--- src/rtl/fp_add_pkg.sv ---
// Shared floating-point adder definitions: datapath widths and the
// normalizer state encoding.
package fp_add_pkg;
    localparam int MANT_W = 24;
    localparam int EXP_W  = 8;

    typedef enum logic [1:0] {
        IDLE = 2'd0,
        NORM = 2'd1,
        DONE = 2'd2
    } norm_state_t;
endpackage

--- src/rtl/normalize_shift.sv ---
// Iterative post-add mantissa normalizer: one shift per cycle until the hidden
// bit lands at MANT_W-1, reporting the exponent adjustment to the next stage.
module normalize_shift
    import fp_add_pkg::*;
#(
    parameter int MANT_W = fp_add_pkg::MANT_W,
    parameter int EXP_W  = fp_add_pkg::EXP_W
) (
    input  logic              clk,
    input  logic              res,
    input  logic              start,
    input  logic [MANT_W:0]   sum_mant,
    input  logic [EXP_W-1:0]  exp_in,
    output logic              busy,
    output logic              done,
    output logic [MANT_W-2:0] mant_out,
    output logic              guard,
    output logic              zero,
    output logic              underflow,
    output logic              incre_en,
    output logic              decre_en,
    output logic [EXP_W-1:0]  incre_bit,
    output logic [EXP_W-1:0]  decre_bit
);

    norm_state_t      state, state_nxt;
    logic [MANT_W:0]  mant_r;
    logic [EXP_W-1:0] exp_r;
    logic [EXP_W-1:0] cnt;
    logic             stop;
    logic             fin, inc_go, dec_go;

    // Any of the first four rules ends normalization this cycle.
    assign stop = (mant_r == '0) || mant_r[MANT_W] || mant_r[MANT_W-1] || (cnt == exp_r);

    always_ff @(posedge clk or negedge res) begin
        if (!res) state <= IDLE;
        else      state <= state_nxt;
    end

    always_comb begin
        state_nxt = state;
        case (state)
            IDLE:    if (start) state_nxt = NORM;
            NORM:    if (stop)  state_nxt = DONE;
            DONE:    state_nxt = IDLE;
            default: state_nxt = IDLE;
        endcase
    end

    always_comb begin
        busy   = (state != IDLE);
        fin    = (state == DONE);
        inc_go = fin && (incre_bit != '0);
        dec_go = fin && (incre_bit == '0) && (cnt != '0);
    end

    always_ff @(posedge clk or negedge res) begin
        if (!res) begin
            mant_r    <= '0;
            exp_r     <= '0;
            cnt       <= '0;
            mant_out  <= '0;
            guard     <= 1'b0;
            zero      <= 1'b0;
            underflow <= 1'b0;
            incre_bit <= '0;
            decre_bit <= '0;
            done      <= 1'b0;
            incre_en  <= 1'b0;
            decre_en  <= 1'b0;
        end else begin
            done     <= fin;
            incre_en <= inc_go;
            decre_en <= dec_go;
            case (state)
                IDLE: if (start) begin
                    mant_r    <= sum_mant;
                    exp_r     <= exp_in;
                    cnt       <= '0;
                    guard     <= 1'b0;
                    zero      <= 1'b0;
                    underflow <= 1'b0;
                    incre_bit <= '0;
                    decre_bit <= '0;
                end
                NORM: begin
                    if (mant_r == '0) begin
                        zero <= 1'b1;
                    end else if (mant_r[MANT_W]) begin
                        mant_r    <= mant_r >> 1;
                        guard     <= mant_r[0];
                        incre_bit <= EXP_W'(1);
                    end else if (mant_r[MANT_W-1]) begin
                        mant_r <= mant_r;
                    end else if (cnt == exp_r) begin
                        // Denormal boundary: exponent cannot go any lower.
                        underflow <= 1'b1;
                    end else begin
                        mant_r <= mant_r << 1;
                        cnt    <= cnt + EXP_W'(1);
                    end
                end
                DONE: begin
                    decre_bit <= cnt;
                    mant_out  <= mant_r[MANT_W-2:0];
                end
                default: ;
            endcase
        end
    end

endmodule

--- config.mk ---
export PLATFORM = sky130hd
export DESIGN_NAME = normalize_shift
export DESIGN_NICKNAME = d
export VERILOG_FILES = /design/src/rtl/fp_add_pkg.sv /design/src/rtl/normalize_shift.sv
export SDC_FILE = /design/constraint.sdc
export NUM_CORES = 1
export LEC_CHECK = 0
export BUFFER_PORTS_ARGS = -buffer_cell sky130_fd_sc_hd__buf_4
export CORE_UTILIZATION = 59
export DETAILED_ROUTE_END_ITERATION = 16
export PLACE_DENSITY = 0.85
export SYNTH_ARGS = -nofsm -noshare
export SYNTH_HDL_FRONTEND = slang
export SYNTH_SLANG_ARGS = --single-unit
export TNS_END_PERCENT = 20
--- constraint.sdc ---
create_clock -name clk -period 2.7 [get_ports clk]
set_input_delay 0 -clock clk [delete_from_list [all_inputs] [get_ports clk]]
set_output_delay 0 -clock clk [all_outputs]
set_load 0.01 [all_outputs]
==> flow_metrics.tcl, run 1 <==
set metrics [dict create \
    status "finished clean" \
    whs_ns 0.00553 \
    syn-cell-area_um2 3890 \
    nNetsFinal 518 \
    worst_clock_skew_ns 0.0103 \
    antenna-diode-count 0 \
    finalPower_w 0.00553 \
    crit_required_ns 2.92 \
    area_delta_synth_final_pct 28.8 \
    vias 3333 \
    r2r-end "mant_r[15]$_DFFE_PN0P_" \
    regToRegStartpoint "cnt[5]$_DFFE_PN0P_" \
    powerDensity_nw_per_um2 1100 \
    async_flop_share_pct 100 \
    rsz0062_at_grt "false" \
    ys_ff_latch 81 \
    start_util_pct 61.3 \
    cts_tree "yes" \
    clock_path_buffers 2 \
    synthTopCellsByCount "dfrtp_1 (81), nand2_1 (44), inv_1 (36)" \
    synth.most_common_cell "dfrtp_1" \
    post-cts-setup-buffers 0 \
    core.rowCount 29 \
    r2r_cells 6 \
    drv_cap 0 \
    gp_congestion 0.817 \
    avgSynthCellArea_um2 10.2 \
    worst_hold_path_type "in -> reg" \
    dr.pass1.iters 5 \
    fp.dieH_um 83.2 \
    crit_family "compound AO/OA/AOI/OAI gates" \
    cp-endpoint "mant_r[15]$_DFFE_PN0P_" \
    coreArea_um2 6350 \
    crit_start "cnt[5]$_DFFE_PN0P_" \
    period_share_pct 77.1 \
    seq_area_frac_synth_pct 52.1 \
    fin_tns_setup_ns 0 \
    numCtsBuffers 9 \
    ioPinCount 82 \
    total_leakage_power_nw 2.39 \
    cts.sinks 81 \
    critical_path.cell_chain "xor2_1, nor4_2, a21oi_1, buf_4, a221oi_1, mux2i_1" \
    fmax_mhz 480 \
    drv_slew 0 \
    die_area_um2 6930 \
    viasPerCell 5.93 \
    ys_types 44 \
    worst-path-max-fanout 22 \
    wire_per_inst_um 17.3 \
    cts_root_buf "clkbuf_8" \
    antenna_found_initial 0 \
    port_buffers 74 \
    max_slew_margin_pct 33.3 \
    yosys.area.top_type "dfrtp_1" \
    grt_max_degree 82 \
    critPathBufInv 1 \
    insertion_delay_ns 0.35 \
    arrival_ns 2.30 \
    vdd_drop_max_mv 0.768 \
    wl_um 9740 \
    worst-path-stages 6 \
    grt_pass1_wl_um 16200 \
    post_cts_resized 0 \
    finalSetupViolCount 0 \
    slowest_delay_ns 0.46 \
    grt_use_total_pct 29.7 \
    grt_pass1_vias 3221 \
    cp-start-kind "flop" \
    critical_path_class "reg -> reg" \
    htree_num_levels 3 \
    crit_slowest_cell "dfrtp_1" \
    final_hold_viol_count 0 \
    cp-end-kind "flop" \
    drt_iter0_drc 293 \
    synth_flop_cell "dfrtp_1" \
    fillers 413 \
    drive_gt1_share_pct 23.7 \
    dp.final_hpwl_um 5990 \
    netlist_instances 382 \
    clk_pin_slew_ns 0.09 \
    synth_edf_count 0 \
    post-route-drc-count 0 \
    synthDominantCellAreaShare_pct 52.1 \
    gr-total-overflow 0 \
    tightest_slew_ns 1.00 \
    synth_warnings 0 \
    drtAntennaViolNets 0 \
    reg2reg_slack_ns 0.62 \
    fp.dieW_um 83.2 \
    synth_area_leaders "dfrtp_1 (52%), mux2i_1 (6.4%), a221oi_1 (4.9%)" \
    period_minus_slack_ns 2.08 \
]
-- area by class of cell --
type,instances,area [um^2],area share (%)
Inverter,36,135,2.70
Tap cell,77,96.3,1.92
Clock buffer,11,141,2.82
Timing Repair Buffer,114,936,18.7
Multi-Input combinational cell,238,1580,31.4
Clock inverter,5,103,2.05
Sequential cell,81,2030,40.4
-- registers in the layout, summed over array words and instances, names as in the netlist --
register,flops
cnt,8
decre_bit,8
decre_en,1
done,1
exp_r,8
guard,1
incre_bit,1
incre_en,1
mant_out,23
mant_r,25
state,2
underflow,1
zero,1
-- layer usage --
metal  GRT usage, %  vias to the layer above  share of wire (%)
li1               -                     1535                  -
met1           42.4                     1593                 43
met2           45.5                      179                 48
met3           3.98                       26                6.5
met4           13.6                        0                2.7
met5              0                        -                  0
-- where the power goes --
| group | total (W) | leakage, nW | switching [W] | internal (W) |
|---|---|---|---|---|
| clock | 0.00108 | 0.120 | 0.000437 | 0.000639 |
| sequential | 0.00211 | 1.03 | 0.000412 | 0.00170 |
| combinational | 0.00235 | 1.24 | 0.00134 | 0.00101 |
-- per-stage QoR --
| stage | std cells | setup slack [ns] | cell area (um^2) | utilization (%) |
|---|---|---|---|---|
| floorplan | 388 | 0.885 | 3920 | - |
| global placement | 514 | 0.770 | 4450 | 70.1 |
| detailed placement | 514 | 0.723 | 4450 | 70.1 |
| CTS | 562 | 0.690 | 5010 | 79.0 |
| global route | 562 | 0.545 | 5010 | 79.0 |
| finish | 562 | 0.617 | 5010 | 79.0 |
-- cells by family after synthesis --
group                      count (synthesis)  share of synthesized area, %
DFF                                       81                          52.1
AOI/OAI and AO/OA                         78                          14.1
xor gates and xnor gates                   8                          1.80
other                                      1                        0.0963
buffers and inverters                     69                          8.13
and+or+nand+nor                          109                          14.1
muxes                                     34                          9.03
adders and majority gates                  2                         0.643
-- worst reg2reg max path: stages, from the launching register on --
cell	delay, ns
dfrtp_1	0.46
xor2_1	0.18
nor4_2	0.39
a21oi_1	0.14
buf_4	0.24
a221oi_1	0.40
mux2i_1	0.15
-- worst min path at each step --
stage / from / endpoint / slack, ns / depth (start not counted)
floorplan: res / cnt[0]$_DFFE_PN0P_ / -0.30 / 0
global placement: res / decre_en$_DFF_PN0_ / 0.22 / 1
detailed placement: res / decre_bit[7]$_DFFE_PN0P_ / 0.24 / 1
CTS: sum_mant[19] / mant_r[19]$_DFFE_PN0P_ / 0.01 / 3
global route: sum_mant[19] / mant_r[19]$_DFFE_PN0P_ / 0.03 / 3
finish: sum_mant[19] / mant_r[19]$_DFFE_PN0P_ / 0.006 / 3
-- repair_timing --
action,4_1_cts,5_1_grt
hold endpoints to repair,112,0
setup endpoints to repair,0,0
hold buffers,32,0
-- layout by cell type, fill, tap and decap left out, drive strengths merged, types with 4 or more instances in the layout --
cell type,synthesis,final
conb,1,7
nand4,8,8
inv,36,36
mux2i,25,25
dlygate4sd3,0,32
o21ai,24,24
dfrtp,81,81
clkbuf,17,11
buf,16,82
mux2,9,9
nor3,24,24
nand2,44,44
nor4,9,9
nor2,10,10
a21oi,6,6
nor2b,4,4
xor2,8,8
a221oi,22,22
o22ai,10,10
Power figures use the tool's default switching activity.
==> run 2: changes to the inputs <==
Settings changed: CORE_UTILIZATION 59 to 55, PLACE_DENSITY 0.85 to 0.8.
Clock period 2.7 ns to 2.2 ns, I/O delays scaled along.
==> run 2 against run 1 <==
Net effect:
- clock skew is 0.0028 ns higher
- via count is 0.30% higher
- combinational power is 26% higher
- largest cell class unchanged
- largest power group unchanged
- highest routed layer unchanged
==> flow_metrics.tcl, run 2 (synthesis gave the netlist of run 1 again) <==
set metrics [dict create \
    status "finished clean" \
    gp_congestion 0.842 \
    area_delta_synth_final_pct 29.9 \
    nNetsFinal 524 \
    top_register "mant_r" \
    core.rowCount 30 \
    final_hold_viol_count 0 \
    switching_share_pct 40.6 \
    finalSetupViolCount 0 \
    start_util_pct 57.0 \
    rsz0062_at_grt "false" \
    numCtsBuffers 9 \
    vdd_drop_max_mv 0.814 \
    htree_num_levels 3 \
    fin_tns_setup_ns 0 \
    ioPinCount 82 \
    period_share_pct 97.4 \
    slowest_delay_ns 0.62 \
    p_int_w 0.00394 \
    fmax_mhz 467 \
    clock_path_buffers 2 \
    worst_clock_skew_ns 0.0131 \
    period_minus_slack_ns 2.14 \
    drv_cap 0 \
    drive_gt1_share_pct 24.6 \
    grt_pass1_wl_um 16100 \
    worst_hold_path_type "in -> reg" \
    powerDensity_nw_per_um2 1310 \
    die_area_um2 7420 \
    power_frac_comb_pct 44.4 \
    cp-start-kind "flop" \
    mostFrequentLayoutCells "buf_4 (86), dfrtp_1 (81), nand2_1 (44), inv_1 (36), dlygate4sd3_1 (33)" \
    critical_path.cell_chain "nor4_1, a41oi_2, and3_1, mux2i_1" \
    dp.final_hpwl_um 6510 \
    grt_pass1_vias 3334 \
    fillers 502 \
    antenna-diode-count 0 \
    wl_um 9690 \
    wire_per_inst_um 16.5 \
    pwr-share-seq_pct 38.8 \
    drv_slew 0 \
    cts_root_buf "clkbuf_8" \
    cp-end-kind "flop" \
    post_cts_resized 0 \
    gr-total-overflow 0 \
    fp.dieW_um 86.1 \
    dp_cells 538 \
    switchingPower_w 0.00270 \
    max_slew_margin_pct 55.3 \
    whs_ns 0.0199 \
    crit_family "simple AND/OR/NAND/NOR gates" \
    crit_slowest_cell "nor4_1" \
    seq_area_um2 2030 \
    drtAntennaViolNets 0 \
    cts.sinks 81 \
    total_leakage_power_nw 2.40 \
    post-route-drc-count 0 \
    fin_cells 587 \
    vias 3343 \
    clk_pin_slew_ns 0.08 \
    grt_use_total_pct 28.2 \
    layout_commonest_cell "buf_4" \
    largest_reg_flops 25 \
    dr.pass1.iters 5 \
    fp.dieH_um 86.1 \
    viasPerCell 5.70 \
    multi_input_area_um2 1580 \
    antenna_found_initial 0 \
    tightest_slew_ns 0.664 \
    port_buffers 74 \
    critical_path_class "reg -> reg" \
    insertion_delay_ns 0.36 \
    arrival_ns 2.41 \
    crit_required_ns 2.47 \
    drt_iter0_drc 276 \
    clockPowerShare_pct 16.8 \
    largestRegisters "mant_r: 25 flops, mant_out: 23 flops" \
    critPathBufInv 0 \
    grt_max_degree 46 \
    worst-path-max-fanout 13 \
    coreArea_um2 6830 \
    cts_tree "yes" \
]
run 2: changes by cell type in the layout (fill, tap and decap cells not counted):
cell           before  now
buf_4              82   86
dlygate4sd3_1      32   33
buf_12              0    1
clkbuf_1            1    0
clkinvlp_4          1    2
bufinv_16           3    1
clkinv_4            0    2
run 2: worst paths after layout:
path,start,end,slack [ns],depth (start not counted)
max in group asynchronous,res,mant_out[21]$_DFFE_PN0P_,1.34,3
worst max-delay path,mant_r[8]$_DFFE_PN0P_,cnt[1]$_DFFE_PN0P_,0.06,4
min in group asynchronous,res,incre_en$_DFF_PN0_,0.15,2
worst max register to register,mant_r[8]$_DFFE_PN0P_,cnt[1]$_DFFE_PN0P_,0.06,4
worst min register to register,mant_out[12]$_DFFE_PN0P_,mant_out[12]$_DFFE_PN0P_,0.49,2
worst min-delay path,start,mant_r[23]$_DFFE_PN0P_,0.02,4
run 2: repair_timing:
| action | in CTS | in global routing |
|---|---|---|
| hold buffers | 33 | 0 |
| hold endpoints to repair | 71 | 0 |
| buffers inserted | 0 | 0 |
run 2: power groups by stage:
stage / Sequential (W) / Clock [W] / Combinational (W)
floorplan: 0.00256 / 0 / 0.00192
global placement: 0.00255 / 0 / 0.00277
detailed placement: 0.00259 / 0 / 0.00287
CTS: 0.00256 / 0.00113 / 0.00293
global route: 0.00264 / 0.00118 / 0.00326
finish: 0.00257 / 0.00112 / 0.00295
run 2: tightest hold or removal path, stage by stage:
cell	delay (ns)
buf_4	0.11
a21oi_1	0.06
o22ai_1	0.12
nor2_1	0.05
run 2: layout make-up:
type,count,share of cell area (%)
Clock buffer,10,2.72
Clock inverter,6,1.34
Inverter,36,2.67
Multi-Input combinational cell,238,31.1
Sequential cell,81,40.1
Tap cell,96,2.37
Timing Repair Buffer,120,19.7
run 2: metrics by stage:
stage | total power (W) | util [%] | setup WS, ns | area (um^2)
after floorplan | 0.00448 | - | 0.385 | 3920
after global placement | 0.00532 | 66.2 | 0.273 | 4520
after detailed placement | 0.00545 | 66.2 | 0.171 | 4520
after CTS | 0.00663 | 74.0 | 0.143 | 5060
after global routing | 0.00708 | 74.0 | 0.0184 | 5060
final | 0.00664 | 74.0 | 0.0581 | 5060
run 2: layer usage:
metal / up-vias / share of wire [%] / global-route usage (%)
met2: 145 / 49 / 45.4
met1: 1636 / 43 / 38.8
met5: - / 0 / 0
met3: 18 / 6.0 / 4.04
met4: 0 / 1.9 / 10.9
li1: 1544 / - / -
